`config.mk`:
```
export PLATFORM = sky130hd
export DESIGN_NAME = switch_cfg_loader
export DESIGN_NICKNAME = d
export VERILOG_FILES = /design/src/rtl/switch_cfg_loader.sv
export SDC_FILE = /design/constraint.sdc
export NUM_CORES = 1
export LEC_CHECK = 0
export ABC_CLOCK_PERIOD_IN_PS = 3450
export CELL_PAD_IN_SITES_DETAIL_PLACEMENT = 0
export CELL_PAD_IN_SITES_GLOBAL_PLACEMENT = 1
export CORE_UTILIZATION = 39
export CTS_CLUSTER_SIZE = 20
export DETAILED_ROUTE_END_ITERATION = 10
export GPL_TIMING_DRIVEN = 1
export PLACE_DENSITY_LB_ADDON = 0.1
export SLEW_MARGIN = 0
export SYNTH_ARGS = -nofsm -noshare
export SYNTH_HDL_FRONTEND = slang
export SYNTH_SLANG_ARGS = --single-unit
```
`constraint.sdc`:
```
create_clock -name clk -period 3.45 [get_ports clk]
set_input_delay 0.69 -clock clk [delete_from_list [all_inputs] [get_ports clk]]
set_output_delay 0.69 -clock clk [all_outputs]
set_load 0.01 [all_outputs]
```
`src/rtl/switch_cfg_loader.sv`:
```
// Loads one routing word per destination wire into a shadow copy, checks each
// word as it arrives, and swaps the whole set into cfg_active in a single commit.
module switch_cfg_loader #(
  parameter int NTB = 5,
  parameter int NLR = 4
) (
  input  logic                             clk,
  input  logic                             rst,
  input  logic                             i_start,
  input  logic                             i_abort,
  input  logic                             i_in_valid,
  input  logic [5:0]                       i_in_data,
  output logic                             o_in_ready,
  output logic [6*(2*NTB+2*NLR)-1:0]       o_cfg_active,
  output logic                             o_busy,
  output logic                             o_done,
  output logic                             o_err,
  output logic [4:0]                       o_err_idx,
  output logic [1:0]                       o_dbg_state
);

  localparam int NW   = 2*NTB + 2*NLR;
  localparam int CW   = 6*NW;
  localparam int CNTW = $clog2(NW);

  typedef enum logic [1:0] {
    S_IDLE   = 2'd0,
    S_LOAD   = 2'd1,
    S_COMMIT = 2'd2,
    S_ERR    = 2'd3
  } state_t;

  state_t          r_state;
  state_t          w_next;
  logic [CNTW-1:0] r_cnt;
  logic [CW-1:0]   r_shadow;
  logic [CW-1:0]   r_cfg;
  logic            r_done;
  logic            r_err;
  logic [4:0]      r_err_idx;

  logic [2:0]      w_side;
  logic [2:0]      w_idx;
  logic [2:0]      w_dst_side;
  logic [2:0]      w_dst_idx;
  logic            w_in_range;
  logic            w_legal;
  logic            w_accept;
  logic            w_start_load;

  assign w_side = i_in_data[2:0];
  assign w_idx  = i_in_data[5:3];

  // Side/index of the wire being configured now, used to reject self-loops.
  always_comb begin
    w_dst_side = 3'd1;
    w_dst_idx  = 3'd0;
    if (int'(r_cnt) < NTB) begin
      w_dst_side = 3'd1;
      w_dst_idx  = 3'(int'(r_cnt));
    end else if (int'(r_cnt) < 2*NTB) begin
      w_dst_side = 3'd3;
      w_dst_idx  = 3'(int'(r_cnt) - NTB);
    end else if (int'(r_cnt) < 2*NTB + NLR) begin
      w_dst_side = 3'd4;
      w_dst_idx  = 3'(int'(r_cnt) - 2*NTB);
    end else begin
      w_dst_side = 3'd2;
      w_dst_idx  = 3'(int'(r_cnt) - 2*NTB - NLR);
    end
  end

  always_comb begin
    w_in_range = 1'b0;
    case (w_side)
      3'd0:       w_in_range = (w_idx == 3'd0);
      3'd1, 3'd3: w_in_range = (int'(w_idx) < NTB);
      3'd2, 3'd4: w_in_range = (int'(w_idx) < NLR);
      default:    w_in_range = 1'b0;
    endcase
    w_legal = w_in_range && !((w_side == w_dst_side) && (w_idx == w_dst_idx));
  end

  // Handshake: a word transfers on a rising edge where i_in_valid and
  // o_in_ready are both high; o_in_ready drops while i_abort is asserted
  // so an aborted cycle never transfers.
  always_comb begin
    w_next   = r_state;
    w_accept = 1'b0;
    case (r_state)
      S_IDLE:   if (i_start) w_next = S_LOAD;
      S_LOAD: begin
        if (i_abort) begin
          w_next = S_IDLE;
        end else if (i_in_valid) begin
          w_accept = 1'b1;
          if (!w_legal)                         w_next = S_ERR;
          else if (r_cnt == CNTW'(NW - 1))      w_next = S_COMMIT;
        end
      end
      S_COMMIT: w_next = S_IDLE;
      S_ERR:    if (i_start) w_next = S_LOAD;
      default:  w_next = S_IDLE;
    endcase
    w_start_load = ((r_state == S_IDLE) || (r_state == S_ERR)) && i_start;
  end

  always_ff @(posedge clk) begin
    if (rst) begin
      r_state   <= S_IDLE;
      r_cnt     <= '0;
      r_shadow  <= '0;
      r_cfg     <= '0;
      r_done    <= 1'b0;
      r_err     <= 1'b0;
      r_err_idx <= '0;
    end else begin
      r_state <= w_next;
      r_done  <= (r_state == S_COMMIT);
      if (r_state == S_COMMIT) r_cfg <= r_shadow;
      if (w_start_load) begin
        r_cnt     <= '0;
        r_err     <= 1'b0;
        r_err_idx <= '0;
      end
      if (w_accept && w_legal) begin
        r_shadow[int'(r_cnt)*6 +: 6] <= i_in_data;
        // Saturates on the last word; the next start reloads it from zero.
        if (r_cnt != CNTW'(NW - 1)) r_cnt <= r_cnt + CNTW'(1);
      end
      if (w_accept && !w_legal) begin
        r_err     <= 1'b1;
        r_err_idx <= 5'(r_cnt);
      end
    end
  end

  assign o_in_ready   = (r_state == S_LOAD) && !i_abort && !rst;
  assign o_busy       = ((r_state == S_LOAD) || (r_state == S_COMMIT)) && !rst;
  assign o_cfg_active = r_cfg;
  assign o_done       = r_done;
  assign o_err        = r_err;
  assign o_err_idx    = r_err_idx;
  assign o_dbg_state  = r_state;

endmodule

```
==> out/metrics.cfg <==
[route]
drc_violations_left = 0
detail_route.iter0.violations = 685
drt.antenna.violating_nets = 0
drt-vias-per-instance = 5.36
wl_per_cell_um = 19.0
detailedRoute.firstPassIterationCount = 6
drt_wl_total_um = 33100
vias = 9319

[timing]
period_share_pct = 96.1
final_number_of_setup_violating_endpoints = 0
hold_viol = 0
holdWs_ns = 0.457
clock-skew-final_ns = 0.0166
timing.max_slew.rel_slack_pct = 30.1
highest_achievable_clock_rate_mhz = 302
slew_viol_final = 0
rsz_0062_raised_after_global_routing = yes
final.min_clock_period_ns = 3.31
worstMarginPinSlew_ns = 1.04
total_negative_slack_for_setup_checks_ns = 0
final.setup.worst_slack_ns = 0.135

[layout]
filler_cell_count = 2558
area_delta_synth_final_pct = 32.2
area_of_the_multi_input_gates_um2 = 5950
layout_commonest_cell = sky130_fd_sc_hd__dfxtp_1
diodes = 0
share_of_post_route_cells_with_drive_strength_above_1_pct = 16.7
layout.nets = 1409
finalCoreUtilization_pct = 52.5
layout.cells.most_common_list = 230 x sky130_fd_sc_hd__dfxtp_1, 190 x sky130_fd_sc_hd__mux2i_1, 170 x sky130_fd_sc_hd__nor2_1
sequential_cell_area_um2 = 4600

[status]
outcome = finished clean

[floorplanning]
core_area_um2 = 27000
placement_rows = 60
die_y_um = 168
die_w_um = 168
die_area_um2 = 28100
num_io_pins = 130
initial_utilization_pct = 39.8

[synthesis]
synthesis.area_um2 = 10700
register_area_share_after_synthesis_pct = 43.0
synth-simple-area-share_pct = 22.0
synth-adder-area-share_pct = 2.17
count_of_flip_flops_with_a_built_in_enable_after_synthesis = 0
synthCells = 1186
yosys-mux-area-fraction_pct = 19.6
async_reset_ff_share_pct = 0
ys.warnings.count = 0
synth_top_family_by_area = simple AND/OR/NAND/NOR gates
share_of_the_synthesized_area_in_compound_gates_ao_oa_aoi_oai_pct = 7.78
synth_flop_type = sky130_fd_sc_hd__dfxtp_1
synth_cell_types = 74
yosys.area_share.xor_xnor_pct = 1.76
syn_nets = 1215
synth_area_per_cell_um2 = 9.03
postSynthRegisterBits = 230

[setup_path]
path_max_fanout = 30
worst-setup-path-type = flop to flop
cp-end-kind = flop
critPathArrivalTime_ns = 3.79
worstPathRequired_ns = 3.92
critPathLaunchType = flop

[flow_run]
maxCapViolCount = 0

[global_route]
first_global_vias = 8941
grt_usage_pct = 23.3
antenna_found_initial = 0
grt_overflow_total = 0
grt_first_pass_wirelength_um = 51200
grt_max_degree = 62

[clocking]
clk_root_buffer_cell = sky130_fd_sc_hd__clkbuf_16
htree_num_levels = 1
cts-buffers-inserted = 25
clkTransAtPathRegs_ns = 0.07
post-cts-setup-buffers = 0
cts_sinks = 230
insertion_delay_ns = 0.54
clock_tree_from_tritoncts = yes
clockBufferDepth = 3
cts_hold_buffers = 0

[placed_design]
numPortBuffers = 129
gpl.final_weighted_congestion = 0.910
pre_cts_slack_ns = -0.146
hpwl_um = 23800

[min_path]
timing.hold.worst.class = flop to flop

[power]
powerDensity_nw_per_um2 = 425
report.power.total_mw = 6.02
leakage_nw = 5.12
irDropWorstVdd_mv = 0.328

-- layer usage --
metal  global-route usage (%)  wire [um]
met4                     7.50        911
met2                     36.6      14700
met1                     32.5      15700
met5                        0          0
met3                     3.66       1820
-- stage by stage --
step / cells / cell area (um2)
2_1_floorplan: 1186 / 10700
3_3_place_gp: 1694 / 13100
3_5_place_dp: 1694 / 13100
4_1_cts: 1740 / 14000
5_1_grt: 1740 / 14200
6_report: 1740 / 14200
-- Yosys cell counts (all sizes together) (23+ instances only) --
| cell | count | share of area (%) |
|---|---|---|
| buf | 25 | 1.1 |
| clkbuf | 57 | 2.0 |
| nand4 | 36 | 2.1 |
| nand3 | 43 | 2.0 |
| a21oi | 33 | 1.5 |
| nand2 | 120 | 4.2 |
| dfxtp | 230 | 43 |
| nor3 | 26 | 1.3 |
| o21ai | 23 | 1.1 |
| mux2i | 190 | 18 |
| nor2b | 29 | 1.7 |
| nor2 | 173 | 6.1 |
-- path summary, 6_finish.rpt --
kind,from,endpoint,slack (ns),cells past startpoint
setup / recovery,r_cnt[0],r_shadow[57],0.14,11
hold / removal,o_err,o_err,0.46,2
setup reg to reg,r_cnt[0],r_shadow[57],0.14,11
hold reg to reg,o_err,o_err,0.46,2
-- worst max-delay path: stages, from the launching register on --
cell	delay, ns
sky130_fd_sc_hd__dfxtp_1	0.38
sky130_fd_sc_hd__buf_4	0.37
sky130_fd_sc_hd__nand3_1	0.26
sky130_fd_sc_hd__and2_1	0.24
sky130_fd_sc_hd__a211o_1	0.31
sky130_fd_sc_hd__xnor2_1	0.18
sky130_fd_sc_hd__a311oi_2	0.09
sky130_fd_sc_hd__buf_12	0.18
sky130_fd_sc_hd__or3_4	0.41
sky130_fd_sc_hd__buf_4	0.20
sky130_fd_sc_hd__nor4_2	0.39
sky130_fd_sc_hd__mux2i_1	0.24
-- cell families after synthesis --
logic type / Yosys count
and+or+nand+nor: 495
DFF: 230
muxes: 208
AOI/OAI and AO/OA: 122
buffers and inverters: 98
adders and majority gates: 18
xor gates and xnor gates: 15
-- report_power, final --
part           internal, mW  switching (mW)
registers              2.67         0.00941
clock network          1.68            1.12
logic                 0.207           0.338
-- area by class of cell --
cell class / instances / area share (%)
multi-input cells: 858 / 42.0
flip-flops and latches: 230 / 32.5
repair buffers: 249 / 15.9
clock buffers: 35 / 5.04
well taps: 341 / 3.01
clock inverters: 11 / 1.08
inverters: 16 / 0.451
-- flip-flops by register name, summed over array words and instances, names as in the netlist --
| signal | cells |
|---|---|
| o_cfg_active | 108 |
| r_shadow | 108 |
| o_err_idx | 5 |
| r_cnt | 5 |
| o_dbg_state | 2 |
| o_done | 1 |
| o_err | 1 |
-- repair_timing --
action	in CTS	in global routing
cloned	0	0
resized for setup	5	37
endpoints found under the setup margin	8	71
pin swaps	0	5
(Power assumes the default switching activity.)
==> RTL change: new RTL, same flow settings <==
Put one more register stage on the output `o_dbg_state`, cleared by the reset. The value now appears one clock later. The other outputs are not delayed to match.
--- a/src/rtl/switch_cfg_loader.sv
+++ b/src/rtl/switch_cfg_loader.sv
@@ -143,3 +143,9 @@
   assign o_err_idx    = r_err_idx;
-  assign o_dbg_state  = r_state;
+  always_ff @(posedge clk) begin
+    if (rst) begin
+      o_dbg_state <= '0;
+    end else begin
+      o_dbg_state <= r_state;
+    end
+  end
 
Check against the original RTL: not equivalent (a bounded check fails within 4 cycles, from zero or initial values and one cycle with rst high).
==> RTL change against the unedited design <==
First-iteration DRC count is 4.5% higher; hold slack better by 0.012 ns; die area is 4.5% higher; final area is 3.1% higher; total power is 3.1% lower; sequential cell count is 2 higher; worst setup slack better by 0.015 ns; synthesized area is 4.5% higher; wire length is 5.7% higher; critical path type unchanged; largest cell class unchanged; largest power group is now sequential cells.
==> RTL change: results (changes against the unedited design) <==
[power_and_ir_drop]
vdd_drop_max_uv=313  ; was 328 uV
top_power_group=sequential cells  ; was the clock network
total_leakage_power_nw=5.42  ; was 5.12 nW
p_comb_uw=468  ; was 545 uW
p_sw_share_pct=23.8  ; was 24.4%
p_clk_mw=2.67  ; was 2.80 mW

[yosys]
synthTopCellsByCount=dfxtp_1, mux2i_1, nor2_1  ; unchanged
ys_types=80  ; was 74
async_flop_share_pct=0  ; unchanged
ys_top_cells_by_area=dfxtp_1, mux2i_1, nand2b_1  ; was dfxtp_1, mux2i_1, nor2_1
ys_seq_area_share_pct=41.5  ; was 43.0%
synth-edff-count=0  ; unchanged
syn_nets=1244  ; was 1215
synthFlopType=dfxtp_1  ; unchanged

[detailed_routing]
drtPass1Iterations=5  ; was 6
vias=9624  ; was 9319
drtIter0Drc=716  ; was 685
wl_per_cell_um=19.2  ; was 19.0 um

[sta]
whs_ns=0.468  ; was 0.457 ns
tightest_slew_ns=0.856  ; was 1.04 ns
fin_skew_ns=0.0239  ; was 0.0166 ns

[cts]
h-tree-depth=1  ; unchanged
path_clk_slew_ns=0.06
root_buffer=clkbuf_16  ; unchanged
clockBufferDepth=3  ; unchanged
cts_made_buffers=26  ; was 25
insertion_delay_ns=0.54  ; about the same
cts_resized=1  ; was 5

[worst_hold_path]
hold_class=register to register  ; unchanged

[global_route]
grtUsageTotal_pct=23.9  ; was 23.3%
grt_max_degree=107  ; was 62
grtUsageMet2_pct=36.7  ; was 36.6%
grt_pass1_vias=9151  ; was 8941
grt_use_met3_pct=4.10  ; was 3.66%
antenna_found_initial=0  ; unchanged
grt_pass1_wl_um=53800  ; was 51200 um
gr-usage-met1_pct=34.4  ; was 32.5%

[status]
outcome=completed  ; unchanged

[placed_design]
io_buffers=129  ; unchanged
hpwl_um=25500  ; was 23800 um
routabilityCongestion=0.931  ; was 0.910

[cells_and_area]
post-route-util_pct=52.1  ; was 52.5%
final_layout_size_suffix_gt1_share_pct=15.5  ; was 16.7%
antenna-diode-count=0  ; unchanged
fin_nets=1451  ; was 1409
fillers=2676  ; was 2558

[setup_path]
r2r_setup_slack_ns=0.15
arrival_ns=3.72  ; was 3.79 ns
critical_path.max_fanout=16  ; was 30

==> RTL change: layout make-up <==
class,count,area (um^2),share of cell area (%)
Clock buffer,35,724,4.96
Clock inverter,11,105,0.720
Inverter,16,60.1,0.411
Multi-Input combinational cell,881,6210,42.6
Sequential cell,232,4640,31.8
Tap cell,378,473,3.24
Timing Repair Buffer,265,2380,16.3
==> RTL change: critical path, cell delays in order, from the launching register on <==
cell	delay, ns
dfxtp_1	0.40
ha_1	0.21
fa_2	0.48
buf_12	0.17
or3_1	0.40
nor2_2	0.12
o211ai_1	0.16
a31oi_4	0.42
inv_2	0.11
or4_1	0.55
mux2i_1	0.15
==> RTL change: through the flow <==
step	std cells	worst slack (ns)	power [mW]	area, um^2
global route	1818	0.0109	6.04	14600
finish	1818	0.150	5.83	14600
CTS	1817	0.0146	5.90	14600
floorplan	1215	0.0116	3.06	11200
detailed placement	1771	0.00141	3.22	13700
global placement	1771	-0.0251	3.22	13700
==> RTL change: logic make-up after synthesis <==
| family | Yosys count | share of synthesized area, % |
|---|---|---|
| AO/OA/AOI/OAI | 153 | 9.66 |
| XOR/XNOR | 12 | 1.01 |
| adder cells (fa/ha/maj) | 18 | 2.08 |
| buffers and inverters | 102 | 3.65 |
| flip-flops | 232 | 41.5 |
| multiplexers | 221 | 19.9 |
| AND/OR/NAND/NOR | 477 | 22.3 |
==> RTL change: routing by layer <==
metal	wire length, um	part of all wire [%]
met5	0	0
met3	2360	6.7
met4	764	2.2
met1	16900	48
met2	15000	43
==> RTL change: path summary, 6_finish.rpt <==
| kind | from | to | cells after the start |
|---|---|---|---|
| setup / recovery | r_cnt[1] | r_shadow[81] | 10 |
| hold / removal | o_err | o_err | 2 |
| setup reg to reg | r_cnt[1] | r_shadow[81] | 10 |
| hold reg to reg | o_err | o_err | 2 |
